$ cat src/rtl/s_seq_packer.sv
// Packs a 2-bit nucleotide stream into PE-array-wide chunks and hands one chunk
// to the data processor per request, flagging the end of the S sequence.
module s_seq_packer #(
  parameter int PE_ARRAY_SIZE     = 16,
  parameter int PE_ARRAY_SIZE_LOG = 4
) (
  input  logic                           clk,
  input  logic                           rst_n,
  input  logic                           i_clear,
  input  logic                           i_char_valid,
  input  logic [1:0]                     i_char,
  input  logic                           i_char_last,
  output logic                           o_char_ready,
  input  logic                           i_request_s,
  output logic [PE_ARRAY_SIZE*2-1:0]     o_s,
  output logic [PE_ARRAY_SIZE_LOG:0]     o_s_valid
);

  localparam int                CHUNK_W = PE_ARRAY_SIZE * 2;
  localparam int                CNT_W   = PE_ARRAY_SIZE_LOG + 1;
  localparam logic [CNT_W-1:0]  FULL    = CNT_W'(PE_ARRAY_SIZE);

  typedef enum logic [1:0] {
    FILL  = 2'd0,
    READY = 2'd1,
    DONE  = 2'd2
  } state_t;

  state_t               state_q;
  logic [CNT_W-1:0]     count_q, count_d;
  logic [CHUNK_W-1:0]   chunk_q, chunk_d;
  logic                 pending_q;
  logic                 last_flag_q;
  logic                 char_ready_q;
  logic [CHUNK_W-1:0]   s_q;
  logic [CNT_W-1:0]     s_valid_q;

  logic                 accept;
  logic                 req_any;
  logic                 chunk_done;

  // char_ready_q is high only while in FILL, so it doubles as the acceptance gate
  assign accept     = i_char_valid & char_ready_q;
  assign req_any    = pending_q | i_request_s;
  assign count_d    = count_q + CNT_W'(1);
  assign chunk_done = (count_d == FULL) | i_char_last;

  always_comb begin
    chunk_d = chunk_q;
    for (int k = 0; k < PE_ARRAY_SIZE; k++) begin
      if (count_q == CNT_W'(k)) chunk_d[2*k +: 2] = i_char;
    end
  end

  always_ff @(posedge clk or negedge rst_n) begin
    if (!rst_n) begin
      state_q      <= FILL;
      count_q      <= '0;
      chunk_q      <= '0;
      pending_q    <= 1'b0;
      last_flag_q  <= 1'b0;
      char_ready_q <= 1'b0;
      s_q          <= '0;
      s_valid_q    <= '0;
    end else if (i_clear) begin
      state_q      <= FILL;
      count_q      <= '0;
      chunk_q      <= '0;
      pending_q    <= 1'b0;
      last_flag_q  <= 1'b0;
      char_ready_q <= 1'b1;
      s_valid_q    <= '0;
    end else begin
      s_valid_q <= '0;
      case (state_q)
        FILL: begin
          pending_q    <= req_any;
          char_ready_q <= !(accept && chunk_done);
          if (accept) begin
            chunk_q <= chunk_d;
            count_q <= count_d;
            if (chunk_done) begin
              state_q     <= READY;
              last_flag_q <= i_char_last;
            end
          end
        end
        READY: begin
          if (req_any) begin
            s_q          <= chunk_q;
            s_valid_q    <= count_q;
            count_q      <= '0;
            chunk_q      <= '0;
            pending_q    <= 1'b0;
            last_flag_q  <= 1'b0;
            state_q      <= last_flag_q ? DONE : FILL;
            char_ready_q <= !last_flag_q;
          end else begin
            char_ready_q <= 1'b0;
          end
        end
        DONE: begin
          // exhausted: every request gets an empty response
          char_ready_q <= 1'b0;
          pending_q    <= 1'b0;
          if (req_any) s_q <= '0;
        end
        default: begin
          state_q      <= FILL;
          char_ready_q <= 1'b0;
        end
      endcase
    end
  end

  assign o_char_ready = char_ready_q;
  assign o_s          = s_q;
  assign o_s_valid    = s_valid_q;

endmodule

$ cat config.mk
export PLATFORM = sky130hd
export DESIGN_NAME = s_seq_packer
export DESIGN_NICKNAME = d
export VERILOG_FILES = /design/src/rtl/s_seq_packer.sv
export SDC_FILE = /design/constraint.sdc
export NUM_CORES = 1
export LEC_CHECK = 0
export ABC_AREA = 0
export BUFFER_PORTS_ARGS = -buffer_cell sky130_fd_sc_hd__buf_2
export CAP_MARGIN = 20
export CORE_MARGIN = 10
export CORE_UTILIZATION = 40
export DETAILED_ROUTE_END_ITERATION = 8
export PLACE_DENSITY = 0.58
export SLEW_MARGIN = 20
export SYNTH_ARGS = -nofsm -noshare
export SYNTH_HDL_FRONTEND = slang
export SYNTH_SLANG_ARGS = --single-unit
$ cat constraint.sdc
create_clock -name clk -period 2.81 [get_ports clk]
set_input_delay 0.4215 -clock clk [delete_from_list [all_inputs] [get_ports clk]]
set_output_delay 0.4215 -clock clk [all_outputs]
set_load 0.03 [all_outputs]
==> load_flow_metrics.sql, run 1 <==
INSERT INTO impl_metrics (metric_group, metric, value, unit) VALUES
('power', 'ir_drop', '0.428', 'mV'),
('sta', 'grt_setup_unrepaired', 'no', ''),
('logic_synthesis', 'synth_area', '0.00369', 'mm²'),
('cells_and_area', 'final_net_count', '395', ''),
('hold_path', 'min_path_type', 'in -> async', ''),
('logic_synthesis', 'synth-seq-area-share', '0.536', ''),
('place', 'place.gp.congestion', '0.798', ''),
('worst_setup_path', 'worstRegToRegCells', '7', ''),
('routing', 'vias', '2471', ''),
('power', 'power.density', '1110', 'mW/mm²'),
('place', 'preCtsSetupSlack', '0.379', 'ns'),
('logic_synthesis', 'number_of_library_cell_types_mapped_by_synthesis', '39', ''),
('power', 'pwr-share-comb', '0.435', ''),
('grt', 'grt_antenna_before_repair', '0', ''),
('clock_network', 'ctsResizeCount', '0', ''),
('power', 'switching_power', '0.00183', 'W'),
('clock_network', 'postCtsHoldBufs', '0', ''),
('worst_setup_path', 'timing_worst_setup_path_type', 'reg -> reg', ''),
('sta', 'post-route-worst-setup-slack', '0.374', 'ns'),
('worst_setup_path', 'critical_path_required', '3.04', 'ns'),
('grt', 'grt_first_pass_wirelength', '12500', 'µm'),
('clock_network', 'tritoncts.num_buffers', '9', ''),
('die', 'initial_utilization', '0.417', ''),
('cells_and_area', 'post_route_cells_drive_above_1_share', '0.304', ''),
('power', 'power.internal', '0.00282', 'W'),
('logic_synthesis', 'syn-mean-instance-area', '11.1', 'µm²'),
('worst_setup_path', 'crit_arrival', '2.67', 'ns'),
('clock_network', 'clock_insertion_delay_worst_skew', '0.34', 'ns'),
('cells_and_area', 'final_area', '0.00420', 'mm²'),
('die', 'die_height', '116', 'µm'),
('cells_and_area', 'area_growth_syn_to_layout', '13.8', '%'),
('clock_network', 'clk_pin_slew', '0.08', 'ns'),
('routing', 'dr.pass1.iters', '4', ''),
('power', 'power_leakage', '2.08', 'nW'),
('worst_setup_path', 'critical_path.max_fanout', '20', ''),
('sta', 'layout_min_cycle_time', '2.44', 'ns'),
('grt', 'grt_max_degree', '80', ''),
('clock_network', 'clock_path_buffers', '2', ''),
('sta', 'min_period_over_period', '0.867', ''),
('clock_network', 'cts_num_sinks', '79', ''),
('die', 'rows', '34', ''),
('cells_and_area', 'diodes', '0', ''),
('job', 'cap_violations', '0', ''),
('power', 'pwr-share-clk', '0.175', ''),
('clock_network', 'cts_tree', 'done', ''),
('die', 'total_die_area', '0.0135', 'mm²'),
('clock_network', 'htreeDepth', '3', ''),
('cells_and_area', 'mostFrequentLayoutCells', '79 x sky130_fd_sc_hd__dfrtp_1, 71 x sky130_fd_sc_hd__nand2_1, 44 x sky130_fd_sc_hd__buf_2, 39 x sky130_fd_sc_hd__o21ai_0, 24 x sky130_fd_sc_hd__mux2_4', ''),
('place', 'io_buffers', '45', ''),
('routing', 'viasPerCell', '5.05', ''),
('die', 'i_o_pin_total', '46', ''),
('sta', 'report.final.hold_viol_count', '0', ''),
('routing', 'wire_per_inst', '15.1', 'µm'),
('clock_network', 'cts_setup_buffers', '0', ''),
('routing', 'ant_nets', '0', ''),
('die', 'die-width', '116', 'µm'),
('logic_synthesis', 'synth_nets', '350', ''),
('power', 'switching_share', '0.394', ''),
('logic_synthesis', 'yosysWarnings', '0', ''),
('worst_setup_path', 'rrSetupSlack', '0.37', 'ns'),
('sta', 'worst_setup_skew_after_layout', '0.00526', 'ns'),
('worst_setup_path', 'cp-end-kind', 'flop', ''),
('routing', 'detail_route.iter0.violations', '107', ''),
('logic_synthesis', 'synth_edf_count', '0', ''),
('sta', 'tns', '0', 'ns'),
('sta', 'max-slew-margin-rel', '0.344', ''),
('grt', 'grt.total_usage', '0.116', ''),
('grt', 'grt_pass1_vias', '2493', ''),
('outcome', 'outcome', 'completed', ''),
('logic_synthesis', 'dominantRegCellSynth', 'sky130_fd_sc_hd__dfrtp_1', ''),
('place', 'dp_hpwl', '5170', 'µm');
-- registers in the layout, indices dropped and copies added (netlist names) --
| signal | count |
|---|---|
| count_q | 5 |
| o_s | 32 |
| o_char_ready | 1 |
| chunk_q | 32 |
| o_s_valid | 5 |
| pending_q | 1 |
| last_flag_q | 1 |
| state_q | 2 |
-- layer usage --
layer | wire (µm) | global-route usage | up-vias | share of wire
met1 | 3510 | 0.149 | 1207 | 0.48
li1 | - | - | 1214 | -
met3 | 397 | 0.0357 | 10 | 0.054
met5 | 0 | 0 | - | 0
met4 | 94 | 0.0400 | 0 | 0.013
met2 | 3370 | 0.181 | 40 | 0.46
-- worst max path at each step --
stage	startpoint	end	slack [ns]	cells after the start
2_1_floorplan	state_q[1]	chunk_q[14]	0.79	8
3_3_place_gp	state_q[1]	chunk_q[6]	0.45	7
3_5_place_dp	state_q[1]	chunk_q[1]	0.38	7
4_1_cts	state_q[1]	chunk_q[1]	0.37	7
5_1_grt	state_q[1]	chunk_q[16]	0.24	7
6_report	state_q[1]	chunk_q[1]	0.37	7
-- worst max-delay path: stages (launching register included) --
cell,delay [ns]
sky130_fd_sc_hd__dfrtp_1,0.38
sky130_fd_sc_hd__inv_1,0.12
sky130_fd_sc_hd__ha_1,0.35
sky130_fd_sc_hd__or4b_4,0.53
sky130_fd_sc_hd__o211ai_4,0.30
sky130_fd_sc_hd__buf_4,0.28
sky130_fd_sc_hd__nor2_4,0.06
sky130_fd_sc_hd__mux2_4,0.30
-- power by group through the flow --
stage                     Combinational [W]  Clock (W)  Sequential, W
final                               0.00202   0.000812        0.00182
after global routing                0.00223   0.000892        0.00188
after CTS                           0.00207   0.000842        0.00182
after detailed placement            0.00206          0        0.00185
after global placement              0.00202          0        0.00183
after floorplan                     0.00122          0        0.00219
-- cell type report --
| type | count | area, µm² |
|---|---|---|
| Multi-Input combinational cell | 228 | 1590 |
| Sequential cell | 79 | 1980 |
| Tap cell | 108 | 135 |
| Inverter | 7 | 26.3 |
| Fill cell | 838 | 4650 |
| Clock buffer | 10 | 138 |
| Timing Repair Buffer | 53 | 288 |
| Clock inverter | 4 | 47.5 |
-- synth_stat cells, drive strengths merged (2+ instances only) --
master,count,area share
dfrtp,79,0.54
clkbuf,13,0.013
nor3b,2,0.0041
and2,8,0.014
inv,7,0.0071
mux2i,2,0.0054
o21ai,39,0.053
nor2b,6,0.010
a31oi,3,0.0051
nor2,18,0.039
and3,2,0.0034
mux2,32,0.12
nor3,2,0.0027
buf,6,0.016
a21oi,13,0.018
nand3,4,0.0054
nand2,71,0.072
or2,3,0.0051
ha,9,0.031
-- kinds of logic after synthesis --
logic type | Yosys count | synth area share
compound gates | 65 | 0.105
buf+inv | 26 | 0.0366
simple gates | 120 | 0.165
flops | 79 | 0.536
mux | 34 | 0.127
fa+ha+maj | 9 | 0.0305
-- per-stage QoR --
stage	power, W	util	cells	hold WS (ns)
after floorplan	0.00340	-	333	0.126
after global placement	0.00386	0.454	475	0.459
after detailed placement	0.00391	0.454	475	0.465
after CTS	0.00473	0.475	489	0.279
after global routing	0.00501	0.475	489	0.308
final	0.00465	0.475	489	0.230
Note: power is estimated with default switching activity, not from simulation.
==> run 2: changes to the inputs <==
clock period = 2.7 ns   (was 2.81 ns; I/O delays follow)
==> load_flow_metrics.sql, run 2 (synthesis gave the netlist of run 1 again) <==
INSERT INTO impl_metrics (metric_group, metric, value, unit) VALUES
('place', 'io_buffers', '45', ''),
('sta', 'worstMarginPinSlew', '0.745', 'ns'),
('sta', 'fmax', '0.418', 'GHz'),
('cells_and_area', 'layout.cells.non_filler', '490', ''),
('clock_network', 'htreeDepth', '3', ''),
('sta', 'worst_setup_skew_after_layout', '0.00753', 'ns'),
('place', 'dp_hpwl', '5020', 'µm'),
('grt', 'globalRouteMet1Util', '0.156', ''),
('sta', 'max-slew-margin-rel', '0.503', ''),
('clock_network', 'clk_pin_slew', '0.08', 'ns'),
('power', 'switching_power', '0.00190', 'W'),
('cells_and_area', 'final_net_count', '395', ''),
('power', 'seq_power_share', '0.396', ''),
('worst_setup_path', 'critical_path.reg2reg.endpoint', 'chunk_q[13]', ''),
('sta', 'timing.final.setup_violations', '0', ''),
('worst_setup_path', 'rrSetupSlack', '0.31', 'ns'),
('place', 'preCtsSetupSlack', '0.302', 'ns'),
('routing', 'detail_route.iter0.violations', '111', ''),
('grt', 'grt_pass1_vias', '2528', ''),
('grt', 'grt_overflow', '0', ''),
('cells_and_area', 'area_growth_syn_to_layout', '13.8', '%'),
('routing', 'viasPerCell', '5.04', ''),
('grt', 'grt_antenna_before_repair', '0', ''),
('clock_network', 'tritoncts.num_buffers', '9', ''),
('place', 'placedCellCount', '475', ''),
('worst_setup_path', 'crit_arrival', '2.62', 'ns'),
('cells_and_area', 'seqCellArea', '0.00198', 'mm²'),
('worst_setup_path', 'critical_path_destination', 'chunk_q[13]', ''),
('die', 'core', '0.00885', 'mm²'),
('job', 'cap_violations', '0', ''),
('grt', 'grt.total_usage', '0.117', ''),
('power', 'ir_drop', '0.429', 'mV'),
('routing', 'drt_wl_total', '7330', 'µm'),
('power', 'power_leakage', '2.08', 'nW'),
('clock_network', 'clock_path_buffers', '2', ''),
('cells_and_area', 'post_route_cells_drive_above_1_share', '0.306', ''),
('routing', 'ant_nets', '0', ''),
('routing', 'vias', '2472', ''),
('die', 'i_o_pin_total', '46', ''),
('clock_network', 'cts_num_sinks', '79', ''),
('routing', 'wire_per_inst', '15.0', 'µm'),
('sta', 'report.final.hold_viol_count', '0', ''),
('worst_setup_path', 'cp-end-kind', 'flop', ''),
('cells_and_area', 'mostFrequentLayoutCells', '79 x sky130_fd_sc_hd__dfrtp_1, 71 x sky130_fd_sc_hd__nand2_1, 44 x sky130_fd_sc_hd__buf_2, 39 x sky130_fd_sc_hd__o21ai_0, 24 x sky130_fd_sc_hd__mux2_4', ''),
('place', 'place.gp.congestion', '0.749', ''),
('worst_setup_path', 'critical_path_required', '2.93', 'ns'),
('outcome', 'outcome', 'completed', ''),
('cells_and_area', 'final.fill_count', '825', ''),
('worst_setup_path', 'worstRegToRegCells', '7', ''),
('worst_setup_path', 'regToRegStartpoint', 'state_q[1]', ''),
('clock_network', 'cts_tree', 'done', ''),
('clock_network', 'ctsResizeCount', '0', ''),
('sta', 'layout_min_cycle_time', '2.39', 'ns'),
('routing', 'dr.pass1.iters', '5', ''),
('die', 'die-width', '116', 'µm'),
('sta', 'min_period_over_period', '0.885', ''),
('routing', 'route.detailed.drc', '0', ''),
('grt', 'grt_first_pass_wirelength', '12700', 'µm'),
('clock_network', 'ctsRootBufferMaster', 'sky130_fd_sc_hd__clkbuf_8', ''),
('power', 'power.density', '1140', 'mW/mm²'),
('power', 'total_power', '0.00480', 'W'),
('die', 'die_height', '116', 'µm'),
('clock_network', 'cts_setup_buffers', '0', ''),
('die', 'initial_utilization', '0.417', ''),
('worst_setup_path', 'critical_path.startpoint_type', 'flop', ''),
('die', 'total_die_area', '0.0135', 'mm²'),
('worst_setup_path', 'cp-startpoint', 'state_q[1]', ''),
('cells_and_area', 'multiInputGateArea', '0.00159', 'mm²'),
('grt', 'met3_capacity_usage_during_global_routing', '0.0419', ''),
('sta', 'final_max_slew_viol_count', '0', ''),
('worst_setup_path', 'critical_path.max_fanout', '15', ''),
('worst_setup_path', 'timing_worst_setup_path_type', 'reg -> reg', ''),
('sta', 'tns', '0', 'ns'),
('hold_path', 'min_path_type', 'in -> async', ''),
('grt', 'grt_max_degree', '80', ''),
('grt', 'gr-usage-met2', '0.174', ''),
('sta', 'grt_setup_unrepaired', 'no', ''),
('power', 'power.internal', '0.00290', 'W'),
('cells_and_area', 'finish.utilization', '0.475', ''),
('cells_and_area', 'final_common_cell', 'sky130_fd_sc_hd__dfrtp_1', ''),
('die', 'rows', '34', ''),
('clock_network', 'postCtsHoldBufs', '0', ''),
('sta', 'post-route-worst-setup-slack', '0.309', 'ns'),
('power', 'switching_share', '0.396', ''),
('power', 'pwr-share-comb', '0.435', ''),
('power', 'pwr-share-clk', '0.169', ''),
('cells_and_area', 'diodes', '0', ''),
('clock_network', 'clock_insertion_delay_worst_skew', '0.34', 'ns'),
('grt', 'gr-max-usage-layer', 'met2', '');
## run 2: area by class of cell
class / instances / share of cell area
inverter: 7 / 0.00625
sequential: 79 / 0.471
timing repair buffer: 53 / 0.0694
clock inverter: 3 / 0.00417
multi-input combinational: 228 / 0.378
tap: 108 / 0.0322
clock buffer: 12 / 0.0393
## run 2: worst min-delay path by stage
stage / start / to / slack [ns]
floorplan: rst_n / chunk_q[0] / 0.11
global placement: o_s[26] / o_s[26] / 0.46
detailed placement: o_s[21] / o_s[21] / 0.46
CTS: rst_n / o_s[20] / 0.26
global route: rst_n / o_s[20] / 0.15
finish: rst_n / o_s[21] / 0.06
## run 2: critical path: stages (launching register included)
cell and delay (ns):
sky130_fd_sc_hd__dfrtp_1 0.39, sky130_fd_sc_hd__inv_1 0.11, sky130_fd_sc_hd__ha_1 0.33, sky130_fd_sc_hd__or4b_4 0.53
sky130_fd_sc_hd__o211ai_4 0.32, sky130_fd_sc_hd__buf_4 0.26, sky130_fd_sc_hd__nor2_4 0.05, sky130_fd_sc_hd__mux2_4 0.30
## run 2: power by group through the flow
stage / sequential, W / clock, W / combinational, W
5_1_grt: 0.00198 / 0.000885 / 0.00231
3_5_place_dp: 0.00193 / 0 / 0.00213
6_report: 0.00190 / 0.000810 / 0.00209
2_1_floorplan: 0.00228 / 0 / 0.00127
3_3_place_gp: 0.00192 / 0 / 0.00210
4_1_cts: 0.00191 / 0.000842 / 0.00213
## run 2: metal layers
layer	vias up	share of wire
met2	71	0.43
met5	-	0
met1	1172	0.48
met4	0	0.017
li1	1218	-
met3	11	0.068
## run 2: through the flow
stage               hold slack, ns  area [µm²]
floorplan                    0.109        3690
global placement             0.459        4020
detailed placement           0.465        4020
CTS                          0.257        4200
global route                 0.146        4200
finish                      0.0631        4200
==> run 3: changes to the inputs <==
BUFFER_PORTS_ARGS = -buffer_cell sky130_fd_sc_hd__buf_4   (was -buffer_cell sky130_fd_sc_hd__buf_2)
==> load_flow_metrics.sql, run 3 (synthesis gave the netlist of run 1 again) <==
INSERT INTO impl_metrics (metric_group, metric, value, unit) VALUES
('outcome', 'outcome', 'completed', ''),
('sta', 'report.final.hold_viol_count', '0', ''),
('grt', 'grt.total_usage', '0.116', ''),
('routing', 'ant_nets', '0', ''),
('clock_network', 'clk_pin_slew', '0.08', 'ns'),
('sta', 'timing.final.setup_violations', '0', ''),
('clock_network', 'clock_path_buffers', '2', ''),
('power', 'seq_power_share', '0.388', ''),
('clock_network', 'tritoncts.num_buffers', '9', ''),
('power', 'power_leakage', '2.10', 'nW'),
('sta', 'worst_setup_skew_after_layout', '0.00987', 'ns'),
('worst_setup_path', 'cp-end-kind', 'flop', ''),
('grt', 'grt_max_degree', '80', ''),
('die', 'initial_utilization', '0.417', ''),
('sta', 'min_period_over_period', '0.871', ''),
('clock_network', 'htreeDepth', '3', ''),
('sta', 'final_max_slew_viol_count', '0', ''),
('sta', 'layout_min_cycle_time', '2.35', 'ns'),
('grt', 'grt_pass1_vias', '2444', ''),
('cells_and_area', 'area_growth_syn_to_layout', '17.6', '%'),
('place', 'place.gp.congestion', '0.805', ''),
('power', 'switching_power', '0.00193', 'W'),
('worst_setup_path', 'crit_arrival', '2.58', 'ns'),
('sta', 'grt_setup_unrepaired', 'no', ''),
('sta', 'fmax', '0.425', 'GHz'),
('grt', 'grt_overflow', '0', ''),
('place', 'dp_hpwl', '4930', 'µm'),
('clock_network', 'cts_tree', 'done', ''),
('hold_path', 'min_path_type', 'in -> reg', ''),
('worst_setup_path', 'critical_path.startpoint_type', 'flop', ''),
('clock_network', 'clock_insertion_delay_worst_skew', '0.35', 'ns'),
('sta', 'worstMarginPinSlew', '0.575', 'ns'),
('power', 'total_power', '0.00490', 'W'),
('cells_and_area', 'seqCellArea', '0.00198', 'mm²'),
('routing', 'viasPerCell', '4.94', ''),
('cells_and_area', 'final_net_count', '396', ''),
('sta', 'max-slew-margin-rel', '0.615', ''),
('cells_and_area', 'final.fill_count', '853', ''),
('die', 'core', '0.00885', 'mm²'),
('grt', 'grt_first_pass_wirelength', '12400', 'µm'),
('power', 'power.density', '1130', 'mW/mm²'),
('worst_setup_path', 'timing_worst_setup_path_type', 'reg -> reg', ''),
('cells_and_area', 'multiInputGateArea', '0.00159', 'mm²'),
('cells_and_area', 'final_common_cell', 'sky130_fd_sc_hd__dfrtp_1', ''),
('worst_setup_path', 'critical_path_required', '2.93', 'ns'),
('power', 'switching_share', '0.393', ''),
('power', 'ir_drop', '0.384', 'mV'),
('routing', 'detail_route.iter0.violations', '114', ''),
('clock_network', 'ctsRootBufferMaster', 'sky130_fd_sc_hd__clkbuf_8', ''),
('cells_and_area', 'diodes', '0', ''),
('power', 'pwr-share-comb', '0.454', ''),
('die', 'die_height', '116', 'µm'),
('cells_and_area', 'final_area', '0.00434', 'mm²'),
('die', 'total_die_area', '0.0135', 'mm²'),
('routing', 'dr.pass1.iters', '4', ''),
('cells_and_area', 'mostFrequentLayoutCells', '79 x sky130_fd_sc_hd__dfrtp_1, 71 x sky130_fd_sc_hd__nand2_1, 51 x sky130_fd_sc_hd__buf_4, 39 x sky130_fd_sc_hd__o21ai_0, 24 x sky130_fd_sc_hd__mux2_4', ''),
('clock_network', 'cts_num_sinks', '79', ''),
('worst_setup_path', 'critical_path.max_fanout', '17', ''),
('power', 'pwr-share-clk', '0.158', ''),
('job', 'cap_violations', '0', ''),
('routing', 'route.detailed.drc', '0', ''),
('die', 'die-width', '116', 'µm'),
('routing', 'drt_wl_total', '7220', 'µm'),
('routing', 'vias', '2429', ''),
('die', 'rows', '34', ''),
('die', 'i_o_pin_total', '46', ''),
('routing', 'wire_per_inst', '14.7', 'µm'),
('sta', 'tns', '0', 'ns'),
('power', 'power.internal', '0.00298', 'W'),
('grt', 'grt_antenna_before_repair', '0', ''),
('cells_and_area', 'post_route_cells_drive_above_1_share', '0.307', ''),
('place', 'post_dp_cell_area', '0.00413', 'mm²'),
('place', 'io_buffers', '45', '');
[run 3: layout make-up]
| class | count | area share |
|---|---|---|
| timing repair buffer | 54 | 0.101 |
| inverter | 7 | 0.00605 |
| sequential | 79 | 0.455 |
| tap | 108 | 0.0311 |
| clock buffer | 10 | 0.0317 |
| multi-input combinational | 228 | 0.366 |
| clock inverter | 6 | 0.00836 |
[run 3: timing repair]
action	CTS	global route
setup buffers	0	0
hold buffers	0	1
resized for setup	0	0
hold endpoints to repair	0	4
[run 3: final timing paths]
check                      startpoint          to  slack, ns  depth (start not counted)
max reg2reg                state_q[1]  chunk_q[5]       0.35                          7
min in group asynchronous       rst_n     o_s[20]       0.53                          2
max in group asynchronous       rst_n  count_q[3]       1.59                          3
min reg2reg                   o_s[16]     o_s[16]       0.48                          2
min                           i_clear   pending_q       0.32                          2
max                        state_q[1]  chunk_q[5]       0.35                          7
[run 3: critical path, cell delays in order (launching register included)]
cell and delay, ns:
sky130_fd_sc_hd__dfrtp_1 0.39, sky130_fd_sc_hd__inv_1 0.12, sky130_fd_sc_hd__ha_1 0.34, sky130_fd_sc_hd__or4b_4 0.53, sky130_fd_sc_hd__o211ai_4 0.26, sky130_fd_sc_hd__buf_12 0.24, sky130_fd_sc_hd__nor2_4 0.06, sky130_fd_sc_hd__mux2_4 0.30
[run 3: per-stage QoR]
step	util	std cells	worst slack, ns	hold slack (ns)
after detailed placement	0.467	474	0.362	0.472
after global routing	0.491	492	0.233	0.324
after global placement	0.467	474	0.420	0.462
after floorplan	-	333	0.684	0.109
after CTS	0.486	490	0.328	0.255
final	0.491	492	0.348	0.318
[run 3: metal layers]
layer	GRT usage	share of wire	vias up	wire, µm
met5	0	0	-	0
met4	0.0325	0.0096	0	69
met3	0.0398	0.053	7	386
met2	0.181	0.46	40	3300
met1	0.149	0.48	1159	3460
li1	-	-	1223	-
[run 3: power groups by stage]
stage | Clock [W] | Combinational (W) | Sequential [W]
2_1_floorplan | 0 | 0.00127 | 0.00228
3_3_place_gp | 0 | 0.00223 | 0.00192
3_5_place_dp | 0 | 0.00226 | 0.00193
4_1_cts | 0.000803 | 0.00227 | 0.00191
5_1_grt | 0.000851 | 0.00245 | 0.00197
6_report | 0.000775 | 0.00223 | 0.00190
